## src/rtl/riscv_store_unit_pkg.sv

```systemverilog
// Shared types and lane constants for the store unit and its merge helper.
package riscv_store_unit_pkg;

  typedef enum logic [2:0] {
    MASK_X      = 3'd0,
    MASK_B      = 3'd1,
    MASK_H      = 3'd2,
    MASK_B_SEXT = 3'd3,
    MASK_H_SEXT = 3'd4
  } MASK_SEL;

  typedef enum logic [2:0] {
    IDLE   = 3'd0,
    READ   = 3'd1,
    RDWAIT = 3'd2,
    WRITE  = 3'd3,
    DONE   = 3'd4
  } STORE_STATE;

  localparam logic [31:0] RG_SB_MASK      = 32'h0000_00FF;
  localparam logic [31:0] RG_SH_MASK      = 32'h0000_FFFF;
  localparam logic [31:0] RG_SB_LANE_MASK = 32'h0000_00FF;
  localparam logic [31:0] RG_SH_LANE_MASK = 32'h0000_FFFF;

endpackage

```

## src/rtl/riscv_store_unit_merge.sv

```systemverilog
// Splices a byte or halfword of store data into the correct lane of a word read from RAM.
module riscv_store_merge
  import riscv_store_unit_pkg::*;
(
  input  logic [31:0] rdata,
  input  logic [31:0] data,
  input  logic [2:0]  sel,
  input  logic [1:0]  offset,
  output logic [31:0] merged
);

  logic [4:0] sh_b;
  logic [4:0] sh_h;

  assign sh_b = {offset, 3'b000};
  assign sh_h = {offset[1], 4'b0000};

  always_comb begin
    merged = rdata;
    case (MASK_SEL'(sel))
      MASK_X:  merged = data;
      MASK_B:  merged = (rdata & ~(RG_SB_LANE_MASK << sh_b)) | ((data & RG_SB_MASK) << sh_b);
      MASK_H:  merged = (rdata & ~(RG_SH_LANE_MASK << sh_h)) | ((data & RG_SH_MASK) << sh_h);
      default: merged = rdata;
    endcase
  end

endmodule

```

## src/rtl/riscv_store_unit.sv

```systemverilog
// Store unit for a RAM without byte enables: word stores write directly,
// sub-word stores read-modify-write, misaligned/illegal requests finish with an error.
module riscv_store_unit
  import riscv_store_unit_pkg::*;
#(
  parameter int WORD_LENGTH = 32,
  parameter int ADDR_LENGTH = 32
) (
  input  logic                   clk,
  input  logic                   rst_n,
  input  logic                   req_valid,
  output logic                   req_ready,
  input  logic [ADDR_LENGTH-1:0] req_addr,
  input  logic [WORD_LENGTH-1:0] req_data,
  input  logic [2:0]             req_mask_sel,
  output logic [ADDR_LENGTH-1:0] mem_addr,
  output logic                   mem_re,
  input  logic [WORD_LENGTH-1:0] mem_rdata,
  output logic                   mem_we,
  output logic [WORD_LENGTH-1:0] mem_wdata,
  output logic                   done_valid,
  output logic                   done_err
);

  STORE_STATE             state;
  logic [ADDR_LENGTH-1:0] addr_q;
  logic [WORD_LENGTH-1:0] data_q;
  logic [2:0]             sel_q;
  logic                   err_q;
  logic [WORD_LENGTH-1:0] merged;

  function automatic logic illegal_req(input logic [2:0] sel, input logic [1:0] off);
    case (MASK_SEL'(sel))
      MASK_X:  return off != 2'b00;
      MASK_B:  return 1'b0;
      MASK_H:  return off[0];
      default: return 1'b1;
    endcase
  endfunction

  riscv_store_merge u_merge (
    .rdata  (mem_rdata),
    .data   (data_q),
    .sel    (sel_q),
    .offset (addr_q[1:0]),
    .merged (merged)
  );

  // All outputs are registers, so nothing on req_* reaches mem_* combinationally.
  always_ff @(posedge clk or negedge rst_n) begin
    if (!rst_n) begin
      state      <= IDLE;
      addr_q     <= '0;
      data_q     <= '0;
      sel_q      <= '0;
      err_q      <= 1'b0;
      req_ready  <= 1'b1;
      mem_addr   <= '0;
      mem_re     <= 1'b0;
      mem_we     <= 1'b0;
      mem_wdata  <= '0;
      done_valid <= 1'b0;
      done_err   <= 1'b0;
    end else begin
      case (state)
        IDLE: begin
          if (req_valid) begin
            addr_q    <= req_addr;
            data_q    <= req_data;
            sel_q     <= req_mask_sel;
            req_ready <= 1'b0;
            if (illegal_req(req_mask_sel, req_addr[1:0])) begin
              err_q      <= 1'b1;
              done_valid <= 1'b1;
              done_err   <= 1'b1;
              state      <= DONE;
            end else if (req_mask_sel == MASK_X) begin
              err_q     <= 1'b0;
              mem_addr  <= {req_addr[ADDR_LENGTH-1:2], 2'b00};
              mem_wdata <= req_data;
              mem_we    <= 1'b1;
              state     <= WRITE;
            end else begin
              err_q    <= 1'b0;
              mem_addr <= {req_addr[ADDR_LENGTH-1:2], 2'b00};
              mem_re   <= 1'b1;
              state    <= READ;
            end
          end
        end
        READ: begin
          mem_re <= 1'b0;
          state  <= RDWAIT;
        end
        // RAM data for the READ strobe is valid in this cycle.
        RDWAIT: begin
          mem_addr  <= {addr_q[ADDR_LENGTH-1:2], 2'b00};
          mem_wdata <= merged;
          mem_we    <= 1'b1;
          state     <= WRITE;
        end
        WRITE: begin
          mem_we     <= 1'b0;
          done_valid <= 1'b1;
          done_err   <= err_q;
          state      <= DONE;
        end
        DONE: begin
          done_valid <= 1'b0;
          done_err   <= 1'b0;
          req_ready  <= 1'b1;
          state      <= IDLE;
        end
        default: begin
          mem_re     <= 1'b0;
          mem_we     <= 1'b0;
          done_valid <= 1'b0;
          done_err   <= 1'b0;
          req_ready  <= 1'b1;
          state      <= IDLE;
        end
      endcase
    end
  end

endmodule

```

## config.mk

```make
export PLATFORM = sky130hd
export DESIGN_NAME = riscv_store_unit
export DESIGN_NICKNAME = d
export VERILOG_FILES = /design/src/rtl/riscv_store_unit_pkg.sv /design/src/rtl/riscv_store_unit_merge.sv /design/src/rtl/riscv_store_unit.sv
export SDC_FILE = /design/constraint.sdc
export NUM_CORES = 1
export LEC_CHECK = 0
export BUFFER_PORTS_ARGS = -buffer_cell sky130_fd_sc_hd__buf_4
export CORE_MARGIN = 2
export CORE_UTILIZATION = 54
export CTS_CLUSTER_DIAMETER = 120
export DETAILED_ROUTE_END_ITERATION = 8
export GPL_TIMING_DRIVEN = 0
export PLACE_DENSITY = 0.92
export SLEW_MARGIN = 10
export SYNTH_ARGS = -nofsm -noshare
export SYNTH_HDL_FRONTEND = slang
export SYNTH_SLANG_ARGS = --single-unit
```

## constraint.sdc

```tcl
create_clock -name clk -period 2.1 [get_ports clk]
set_input_delay 0.21 -clock clk [delete_from_list [all_inputs] [get_ports clk]]
set_output_delay 0.21 -clock clk [all_outputs]
set_load 0.02 [all_outputs]
```

==> flow_metrics.tcl, run 1 <==
set metrics [dict create \
    worst_slew_pin_slew_ns 0.793 \
    synthArstFlopShare_pct 100 \
    crit_buf_inv 2 \
    clock.fmax_ghz 0.494 \
    root_buffer "clkbuf_16" \
    cts_buffer_depth 2 \
    ys_ff_latch 138 \
    antenna_found_initial 0 \
    fp.dieH_um 118 \
    ir_drop_mv 0.903 \
    synth_compound_area_share_pct 14.2 \
    hold_slack_ns 0.00473 \
    min_path_type "in -> reg" \
    synth_area_leaders "dfrtp_1 49%, mux2_2 15%, mux2_4 6.7%" \
    die_x_um 118 \
    syn_to_final_growth_pct 32.7 \
    crit_family "compound AO/OA/AOI/OAI gates" \
    drive_gt1_share_pct 49.0 \
    finalWirelength_um 20800 \
    synth_most_common_cell "dfrtp_1" \
    status "finished, final reports clean" \
    ys_types 48 \
    synth_top_family_by_area "multiplexers" \
    synth_xor_area_share_pct 0 \
    p_per_area_mw_per_mm2 1780 \
    drc 0 \
    synth_top_area_share_pct 49.3 \
    io_buffers 168 \
    grt_max_degree 81 \
    finalHoldViolCount 0 \
    syn_inst 573 \
    path_clk_slew_ns 0.06 \
    clkSinkCount 138 \
    first_pass_iters 7 \
    yosys.area_share.simple_pct 9.68 \
    synth_edf_count 0 \
    grt_pass1_wl_um 33000 \
    n_antenna_cell 0 \
    crit_required_ns 2.37 \
    worstSetupPathType "reg -> reg" \
    yosys_warnings 0 \
    htreeDepth 4 \
    critPathLaunchType "register" \
    vias 6013 \
    endpoint_kind "register" \
    fin_crit_ns 2.02 \
    num_rows 41 \
    p_leak_nw 4.19 \
    relSlewSlack_pct 46.8 \
    grt-ovfl-total 0 \
    crit_slowest_cell "or3b_2" \
    cp_slowest_stage_delay_ns 0.46 \
    viasPerCell 6.34 \
    final_nets 866 \
    cts_buffers 17 \
    path_common_cell "buf_2" \
    core_sq_mm 0.0126 \
    finalMaxSlewViolations 0 \
    synth_area_sq_mm 0.00696 \
    ys_seq_area_share_pct 49.7 \
    syn_area_per_cell_sq_um 12.1 \
    cts_tree "yes" \
    start_util_pct 55.1 \
    worst-endpoint-arrival_ns 2.29 \
    yosysTopAreaCell "dfrtp_1" \
    wl_per_cell_um 21.9 \
    period_share_pct 96.3 \
    place_congestion 0.909 \
    first_global_vias 6275 \
    hpwlAfterDp_um 14300 \
    rsz0062_at_grt "false" \
    finClkSkew_ns 0.00665 \
    synthTopCellsByCount "137 x dfrtp_1, 90 x mux2_2, 38 x nor2_1" \
    setup_violations 0 \
    ys.flop_type "dfrtp_1" \
    grt_usage_pct 30.7 \
    muxShareOfSynthArea_pct 22.1 \
    dieArea_sq_mm 0.0138 \
    p_total_mw 16.4 \
    clock_latency_ns 0.43 \
    maxCapViolCount 0 \
    dr.first_iter.drc_count 619 \
    crit_chain "buf_2 -> or3b_2 -> buf_2 -> o31a_4 -> a221oi_2 -> a211oi_1" \
    cp_max_fo 10 \
    antenna_left 0 \
    io_pins 171 \
    final_core_util_pct 73.1 \
    synthAdderAreaFrac_pct 0 \
]
## area by class of cell
class                   count  area, sq um
well taps                 172          215
plain buffers              40          254
repair buffers            172         1330
inverters                  14         52.6
multi-input cells         381         3290
clock inverters            11          168
flip-flops and latches    138         3450
fillers                   866         3390
clock buffers              21          470
## flip-flops by register name, summed over array words and instances (netlist names)
register	flops
addr_q	32
data_q	32
mem_wdata	32
mem_addr	30
sel_q	3
state	3
done_err	1
done_valid	1
err_q	1
mem_re	1
mem_we	1
req_ready	1
## cells by family after synthesis
family                 count (synthesis)
buffers and inverters                 55
multiplexers                         126
AND/OR/NAND/NOR                      119
AO/OA/AOI/OAI                        134
other                                  1
flip-flops                           138
## worst paths after layout
| check | from | depth (start not counted) | endpoint | slack (ns) |
|---|---|---|---|---|
| hold / removal | req_addr[22] | 2 | addr_q[22] | 0.005 |
| setup / recovery | sel_q[2] | 6 | mem_wdata[30] | 0.08 |
| min in group asynchronous | rst_n | 2 | mem_addr[29] | 0.31 |
| max in group asynchronous | rst_n | 3 | data_q[26] | 0.99 |
| hold reg to reg | addr_q[22] | 1 | addr_q[22] | 0.49 |
| setup reg to reg | sel_q[2] | 6 | mem_wdata[30] | 0.08 |
## routing by layer
layer,part of all wire (%),GRT usage [%],up-vias
met2,50,51.5,386
met1,36,36.2,2993
met3,8.9,7.80,102
met4,5.1,17.2,0
li1,-,-,2532
met5,0,0,-
## power breakdown
group          switching (mW)  internal [mW]  leakage (nW)
combinational            4.09           3.87          2.24
sequential               1.15           4.07          1.63
clock                    1.16           2.08         0.309
total                    6.41           10.0          4.19
## through the flow
step | TNS (ns) | setup WS (ns) | instance area (sq um) | std cells
final | 0 | 0.0774 | 9230 | 949
after CTS | 0 | 0.0145 | 9180 | 950
after floorplan | 0 | 0.266 | 6960 | 574
after global placement | -2.41 | -0.161 | 8440 | 914
after global routing | 0 | 0.000936 | 9230 | 949
after detailed placement | -3.64 | -0.211 | 8470 | 915
## worst reg2reg max path, delay by kind of cell (launching register included)
family / cells / cell delay [ns]
AOI/OAI and AO/OA: 3 / 0.61
buffers and inverters: 2 / 0.41
DFF: 1 / 0.38
and+or+nand+nor: 1 / 0.46
## timing repair
item / in CTS / in global routing
pin swaps: 1 / 3
gates resized for setup: 9 / 13
endpoints found under the hold margin: 58 / 0
setup endpoints to repair: 101 / 75
setup buffers: 2 / 0
hold buffers: 1 / 0
## cells in the final DEF (no fill, tap or decap), types with 16 or more instances in the layout
| cell | count |
|---|---|
| a211oi_1 | 25 |
| a21oi_1 | 23 |
| buf_4 | 179 |
| clkbuf_16 | 17 |
| dfrtp_1 | 137 |
| mux2_2 | 90 |
| mux2_4 | 31 |
| nand3_1 | 21 |
| nor2_1 | 37 |
| o22ai_1 | 16 |
(Power assumes the default switching activity.)
==> inputs of run 2 (changes only) <==
Settings changed: ABC_CLOCK_PERIOD_IN_PS set to 2100, CORE_ASPECT_RATIO set to 1.2.
==> run 2 against run 1 <==
Final cell count fell by 0.63%. Highest routed layer unchanged. Global-route usage is 1.8 points lower. Core utilization decreased by 0.19 points. Cell area down 0.33%. Largest cell class unchanged.
==> flow_metrics.tcl, run 2 (same netlist as run 1, synthesis figures left out) <==
set metrics [dict create \
    final_cell_mix "177 x buf_4, 137 x dfrtp_1, 90 x mux2_2" \
    dieArea_sq_mm 0.0138 \
    setup_violations 0 \
    antenna_left 0 \
    finalHoldViolCount 0 \
    first_global_vias 6094 \
    dr.first_iter.drc_count 623 \
    hold_slack_ns 0.0227 \
    hp-start "mem_rdata[1]" \
    place_ws_ns -0.207 \
    critPathLaunchType "register" \
    htreeDepth 4 \
    num_rows 45 \
    largestRegisters "addr_q (32), data_q (32), mem_wdata (32)" \
    viasPerCell 6.19 \
    holdPathEnd "mem_wdata[1]" \
    grt-ovfl-total 0 \
    fin_crit_ns 2.09 \
    drc 0 \
    r2r_start "state[2]" \
    place_congestion 0.965 \
    cts_buffers 17 \
    drive_gt1_share_pct 48.4 \
    p_leak_nw 4.18 \
    status "finished, final reports clean" \
    mostFrequentLayoutCell "buf_4" \
    cp_max_fo 10 \
    finalWorstSetupSlack_ns 0.0146 \
    cp_slowest_stage_delay_ns 0.42 \
    worst-endpoint-arrival_ns 2.35 \
    crit_required_ns 2.36 \
    holdPathStages 3 \
    io_buffers 168 \
    root_buffer "clkbuf_16" \
    reg2reg_slack_ns 0.01 \
    p_total_mw 16.2 \
    clock.fmax_ghz 0.480 \
    r2r-end "mem_wdata[26]" \
    min_path_type "in -> reg" \
    finalMaxSlewViolations 0 \
    fp.dieH_um 128 \
    final_nets 868 \
    first_pass_iters 5 \
    n_antenna_cell 0 \
    crit_chain "buf_6 -> or3b_1 -> buf_6 -> buf_6 -> a221o_1 -> a221oi_1 -> a211oi_1" \
    core_sq_mm 0.0126 \
    path_clk_slew_ns 0.06 \
    grt_usage_pct 28.9 \
    vias 5841 \
    die_x_um 108 \
    ir_drop_mv 0.960 \
    path_common_cell "buf_6" \
    relSlewSlack_pct 50.0 \
    worstSetupPathType "reg -> reg" \
    period_share_pct 99.3 \
    hpwlAfterDp_um 14400 \
    maxCapViolCount 0 \
    clock_latency_ns 0.41 \
    start_util_pct 55.2 \
    antenna_found_initial 0 \
    worst_slew_pin_slew_ns 0.751 \
    endpoint_kind "register" \
    grt_max_degree 77 \
    crit_slowest_cell "or3b_1" \
    finalWirelength_um 19900 \
    finClkSkew_ns 0.0135 \
    wl_per_cell_um 21.1 \
    syn_to_final_growth_pct 32.2 \
    clkSinkCount 138 \
    p_per_area_mw_per_mm2 1760 \
    worst_r2r_path_depth 7 \
    grt_pass1_wl_um 30800 \
    cts_buffer_depth 2 \
    io_pins 171 \
    cts_tree "yes" \
]
run 2: cell types whose count changed in the layout (fill, tap and decap cells not counted), sizes merged:
cell,before,now
clkbuf,30,32
buf,202,203
clkinvlp,2,1
inv,14,15
clkinv,5,4
run 2: through the flow:
step / utilization, % / instances / TNS, ns / area, sq um
after floorplan: - / 574 / 0 / 6960
after global placement: 66.8 / 906 / -1.76 / 8430
after detailed placement: 67.1 / 907 / -5.60 / 8460
after CTS: 72.6 / 943 / 0 / 9160
after global routing: 72.9 / 943 / -0.0143 / 9200
final: 72.9 / 943 / 0 / 9200
run 2: power by group:
part           total (mW)  leakage [nW]  switching [mW]  internal [mW]
registers            5.19          1.63            1.13           4.07
clock network        3.23         0.311            1.14           2.09
logic                7.81          2.23            3.97           3.84
run 2: cell type report:
class                      instances  area (sq um)
tap                              164           205
timing repair buffer             174          1330
multi-input combinational        381          3250
inverter                          14          52.6
clock inverter                    10           164
fill                             847          3410
sequential                       138          3450
buffer                            40           265
clock buffer                      22           474
run 2: critical path: cells and delay by family, from the launching register on:
kind / cells / cell delay, ns
buffers and inverters: 3 / 0.48
AND/OR/NAND/NOR: 1 / 0.42
AO/OA/AOI/OAI: 3 / 0.65
flip-flops: 1 / 0.38
run 2: worst max-delay path by stage:
stage	start	endpoint	slack [ns]	cells past startpoint
after floorplan	state[0]	addr_q[1]	0.27	6
after detailed placement	state[0]	mem_wdata[11]	-0.21	6
after CTS	sel_q[2]	mem_wdata[24]	0.02	6
after global routing	state[2]	mem_wdata[21]	-0.01	6
final	state[2]	mem_wdata[26]	0.01	7
after global placement	state[0]	mem_wdata[9]	-0.11	6
run 2: layer usage:
metal | share of wire (%) | GRT usage (%) | vias to the layer above
met4 | 3.6 | 14.0 | 0
met2 | 50 | 48.8 | 364
li1 | - | - | 2551
met1 | 36 | 34.3 | 2862
met5 | 0 | 0 | -
met3 | 10 | 7.95 | 64
run 2: timing repair:
action | CTS | global route
hold endpoints to repair | 74 | 0
endpoints found under the setup margin | 88 | 62
buffers inserted | 4 | 0
resized for setup | 6 | 11
hold buffers | 1 | 0
pin swaps | 1 | 1
gates cloned | 0 | 0
